--- src/rtl/addr_state_decoder_pkg.sv ---
// Shared code, state and phase constants for the address-to-state decoder.
package addr_state_decoder_pkg;

    localparam logic [3:0] ADDR_RST  = 4'b0000;
    localparam logic [3:0] ADDR_RUN  = 4'b1111;
    localparam logic [1:0] STATE_RST = 2'b00;
    localparam logic [1:0] STATE_RUN = 2'b11;

    localparam logic [1:0] PH_IDLE  = 2'b00;
    localparam logic [1:0] PH_RSTPH = 2'b01;
    localparam logic [1:0] PH_RUN   = 2'b10;
    localparam logic [1:0] PH_FAULT = 2'b11;

    typedef struct packed {
        logic [1:0] state;
        logic       illegal;
    } dec_t;

endpackage

--- src/rtl/addr_code_decode.sv ---
// Combinational map of a 4-bit address code to a 2-bit state plus an illegal flag.
module addr_code_decode
    import addr_state_decoder_pkg::*;
(
    input  logic [3:0] i_addr,
    output dec_t       o_dec
);

    always_comb begin
        o_dec = '{state: STATE_RST, illegal: 1'b0};
        if (i_addr == ADDR_RUN)
            o_dec.state = STATE_RUN;
        else if (i_addr != ADDR_RST)
            o_dec.illegal = 1'b1;
    end

endmodule

--- src/rtl/addr_state_decoder.sv ---
// Decodes encoder address codes into states, tracks the expected code sequence
// and counts errors; one registered result slot with valid/ready on both sides.
module addr_state_decoder
    import addr_state_decoder_pkg::*;
#(
    parameter int ERR_CNT_W = 8
) (
    input  logic                 clk,
    input  logic                 rst,
    input  logic [3:0]           addr_in,
    input  logic                 addr_valid,
    output logic                 addr_ready,
    output logic [1:0]           state_out,
    output logic                 state_valid,
    input  logic                 state_ready,
    output logic                 decode_err,
    output logic                 seq_err,
    output logic [ERR_CNT_W-1:0] err_cnt,
    output logic [1:0]           phase
);

    dec_t                 w_dec;
    logic                 w_accept;
    logic [1:0]           w_nxt_phase;
    logic                 w_seq_err;
    logic [1:0]           r_phase;
    logic [1:0]           r_state;
    logic                 r_valid;
    logic                 r_derr;
    logic                 r_serr;
    logic [ERR_CNT_W-1:0] r_err_cnt;

    addr_code_decode u_dec (
        .i_addr (addr_in),
        .o_dec  (w_dec)
    );

    assign addr_ready = ~r_valid | state_ready;
    assign w_accept   = addr_valid & addr_ready;

    // 0000 always (re)enters RSTPH; 1111 is only expected once RSTPH has been seen.
    always_comb begin
        w_nxt_phase = r_phase;
        w_seq_err   = 1'b0;
        if (w_dec.illegal) begin
            w_nxt_phase = PH_FAULT;
        end else if (addr_in == ADDR_RST) begin
            w_nxt_phase = PH_RSTPH;
        end else begin
            case (r_phase)
                PH_RSTPH, PH_RUN: w_nxt_phase = PH_RUN;
                default: begin
                    w_nxt_phase = PH_FAULT;
                    w_seq_err   = 1'b1;
                end
            endcase
        end
    end

    always_ff @(posedge clk or negedge rst) begin
        if (!rst) begin
            r_phase   <= PH_IDLE;
            r_state   <= STATE_RST;
            r_valid   <= 1'b0;
            r_derr    <= 1'b0;
            r_serr    <= 1'b0;
            r_err_cnt <= '0;
        end else if (w_accept) begin
            r_phase <= w_nxt_phase;
            r_state <= w_dec.state;
            r_valid <= 1'b1;
            r_derr  <= w_dec.illegal;
            r_serr  <= w_seq_err;
            if ((w_dec.illegal | w_seq_err) && (r_err_cnt != {ERR_CNT_W{1'b1}}))
                r_err_cnt <= r_err_cnt + {{(ERR_CNT_W-1){1'b0}}, 1'b1};
        end else if (state_ready) begin
            r_valid <= 1'b0;
        end
    end

    assign state_out   = r_state;
    assign state_valid = r_valid;
    assign decode_err  = r_derr;
    assign seq_err     = r_serr;
    assign err_cnt     = r_err_cnt;
    assign phase       = r_phase;

endmodule

--- config.mk ---
export PLATFORM = sky130hd
export DESIGN_NAME = addr_state_decoder
export DESIGN_NICKNAME = d
export VERILOG_FILES = /design/src/rtl/addr_state_decoder_pkg.sv /design/src/rtl/addr_code_decode.sv /design/src/rtl/addr_state_decoder.sv
export SDC_FILE = /design/constraint.sdc
export NUM_CORES = 1
export LEC_CHECK = 0
export CORE_MARGIN = 5
export CORE_UTILIZATION = 40
export DETAILED_ROUTE_END_ITERATION = 8
export HOLD_SLACK_MARGIN = 0.12
export PLACE_DENSITY = 0.74
export RECOVER_POWER = 50
export SYNTH_ARGS = -nofsm -noshare
export SYNTH_HDL_FRONTEND = slang
export SYNTH_HIERARCHICAL = 1
export SYNTH_SLANG_ARGS = --single-unit
--- constraint.sdc ---
create_clock -name clk -period 1.4 [get_ports clk]
set_input_delay 0.28 -clock clk [delete_from_list [all_inputs] [get_ports clk]]
set_output_delay 0.28 -clock clk [all_outputs]
set_load 0.005 [all_outputs]
==> flow_summary_export.csv <==
group,metric,value,unit
worst_setup_path,worstSetupPathType,"flip-flop to flip-flop",
detailed_routing,detail_route.wl_per_cell,17.01,um
yosys,avgSynthCellArea,11.30,sq um
pwr,p_leak,0.0006285,uW
yosys,yosys_warnings,6,
status,violations,"negative setup slack",
cts,root_buffer,"clkbuf_4",
timing,setup_slack,-0.06671,ns
layout,area_delta_synth_final,84.73,%
detailed_routing,ant_nets,0,
yosys,yosys.area_share.simple,0.2433,
placed_design,dp_hpwl,1292,um
worst_setup_path,arrival,1.69,ns
worst_setup_path,crit_path_cell_trace,"xnor2_1, buf_4, a21oi_4, buf_6, nor4_4, xor2_1",
cts,clock_sinks,15,
timing,timing.fmax,0.6818,GHz
worst_setup_path,path_delay_family,"flip-flops",
yosys,ys_async_sr_fraction,1.000,
floorplan,start_util,0.4272,
timing,worstMarginPinSlew,0.8314,ns
cts,tritoncts,"yes",
timing,fin_crit_sh,1.048,
timing,skew,0.004558,ns
cts,htreeDepth,1,
global_route,grt_pass1_vias,786,
timing,fin_crit,1.467,ns
timing,rsz0062_at_grt,"true",
layout,finalNetCount,130,
detailed_routing,via_per_inst,5.048,
worst_setup_path,crit_fanout,5,
timing,setup_tns,-0.3908,ns
worst_setup_path,cp-start-kind,"flip-flop",
yosys,synthXorXnorAreaFrac,0.09396,
timing,setup_viol,8,
yosys,synth_top_family_by_area,"simple AND/OR/NAND/NOR gates",
cts,cts_buffers,3,
floorplan,io_pins,24,
yosys,synth_nets,75,
floorplan,die_y,53.18,um
yosys,synth_edf_count,0,
job,drv_cap,0,
pwr,vdd_ir_drop_max,0.9328,mV
yosys,ys.flop_type,"dfrtp_1",
placed_design,dp_cells,129,
timing,slew_viol_final,0,
layout,instances_no_fill,145,
detailed_routing,drtPass1Iterations,3,
yosys,syn-cell-area,745.7,sq um
yosys,synth_fa_ha_area_frac,0.01678,
global_route,grt_pass1_wl,3822,um
layout,antenna_cells,0,
yosys,synthMuxAreaShare,0.06544,
pwr,p_total,1821,uW
layout,final_cell_mix,"buf_4 (22), dfrtp_1 (15), dlygate4sd2_1 (11), xor2_1 (7)",
floorplan,rows,15,
layout,finish.utilization,0.7892,
status,status,"finished, violations left",
timing,final_hold_viol_count,0,
yosys,yosys_register_bits,15,
yosys,ys_seq_area_frac,0.5034,
worst_setup_path,crit_slowest_cell,"dfrtp_1",
global_route,antenna_found_initial,0,
worst_setup_path,critPathBufInv,2,
timing,max_slew_margin,0.4457,
worst_setup_path,regToRegSetupSlack,-0.07,ns
pwr,power_density,1322,nW/um^2
yosys,synth_cell_types,29,
timing,holdWs,0.5095,ns
cts,path_clk_slew,0.10,ns
layout,final_common_cell,"buf_4",
floorplan,dieArea,2828,sq um
min_path,hold_path_class,"flip-flop to flip-flop",
detailed_routing,wl,2467,um
worst_setup_path,crit_required,1.63,ns
cts,clockBufferDepth,2,
global_route,grt_max_degree,16,
detailed_routing,drcViolationCount,0,
global_route,grt_use_total,0.1929,
detailed_routing,vias,732,
cts,clk-insertion-delay-late,0.30,ns
yosys,syn_inst,66,
worst_setup_path,cpPeakStageDelay,0.40,ns
placed_design,portBuffers,23,
layout,drive_gt1_frac,0.4833,
floorplan,core,1745,sq um
global_route,overflow,0,
yosys,synth-compound-area-share,0.05201,
cts,cts_hold_buf,0,
placed_design,globalplace.congestion,0.7840,
worst_setup_path,end_kind,"flip-flop",
floorplan,dieWidth,53.18,um
layout,fill_cells,107,
detailed_routing,dr.first_iter.drc_count,16,
==> power breakdown <==
group | leakage, uW | switching, uW | internal (uW)
clock | 0.0000177 | 164 | 107
sequential | 0.000180 | 89.4 | 548
combinational | 0.000431 | 390 | 524
total | 0.000628 | 643 | 1180
==> logic make-up after synthesis <==
logic type	count (synthesis)
buffers and inverters	4
xor gates and xnor gates	8
muxes	4
and+or+nand+nor	29
adders and majority gates	1
AOI/OAI and AO/OA	5
DFF	15
==> repair_timing <==
action / 4_1_cts / 5_1_grt
pin swaps: 10 / 7
resized for setup: 52 / 11
buffers inserted: 8 / 4
endpoints found under the setup margin: 27 / 16
gates cloned: 0 / 0
==> stage by stage <==
step | instance area (sq um) | setup slack [ns]
2_1_floorplan | 745.7 | -0.1259
3_3_place_gp | 1124 | -0.5746
5_1_grt | 1378 | -0.1521
6_report | 1378 | -0.06671
4_1_cts | 1301 | -0.09675
3_5_place_dp | 1124 | -0.6106
==> worst reg2reg max path, stage by stage (launching register included) <==
cell	delay, ns
dfrtp_1	0.40
xnor2_1	0.16
buf_4	0.16
a21oi_4	0.08
buf_6	0.16
nor4_4	0.24
xor2_1	0.19
==> layout make-up <==
cell class	instances	area [sq um]	area share
Multi-Input combinational cell	47	494.2	0.3588
Timing Repair Buffer	52	441.7	0.3206
Sequential cell	15	375.4	0.2725
Tap cell	25	31.28	0.02271
Clock buffer	3	22.52	0.01635
Inverter	2	7.507	0.005450
Clock inverter	1	5.005	0.003633
==> flip-flops by register name, summed over array words and instances, names as in the netlist <==
name,flops
decode_err,1
err_cnt,8
phase,2
seq_err,1
state_out,2
state_valid,1
==> worst paths after layout <==
| path | from | to | depth (start not counted) |
|---|---|---|---|
| min in group asynchronous | rst | err_cnt[0] | 2 |
| setup / recovery | phase[0] | err_cnt[7] | 6 |
| hold / removal | state_out[1] | state_out[1] | 1 |
| max in group asynchronous | rst | seq_err | 2 |
| hold reg to reg | state_out[1] | state_out[1] | 1 |
| setup reg to reg | phase[0] | err_cnt[7] | 6 |
==> synthesized netlist by cell type (2+ instances only) <==
master	number	area, sq um
dfrtp_1	15	375.4
xor2_1	7	61.31
nand2_1	6	22.52
nor4_1	5	31.28
mux2_2	3	33.78
nand3_1	3	15.01
inv_1	2	7.510
nand2b_1	2	12.51
nor2_1	2	7.510
o21ai_0	2	10.01
==> metal layers <==
metal | global-route usage | vias to the layer above | share of wire
met5 | 0 | - | 0
met4 | 0.08085 | 0 | 0.014
met3 | 0.03380 | 5 | 0.018
met2 | 0.3574 | 11 | 0.56
met1 | 0.2127 | 374 | 0.41
li1 | - | 342 | -
No activity file was read; power rests on OpenSTA's default activity.
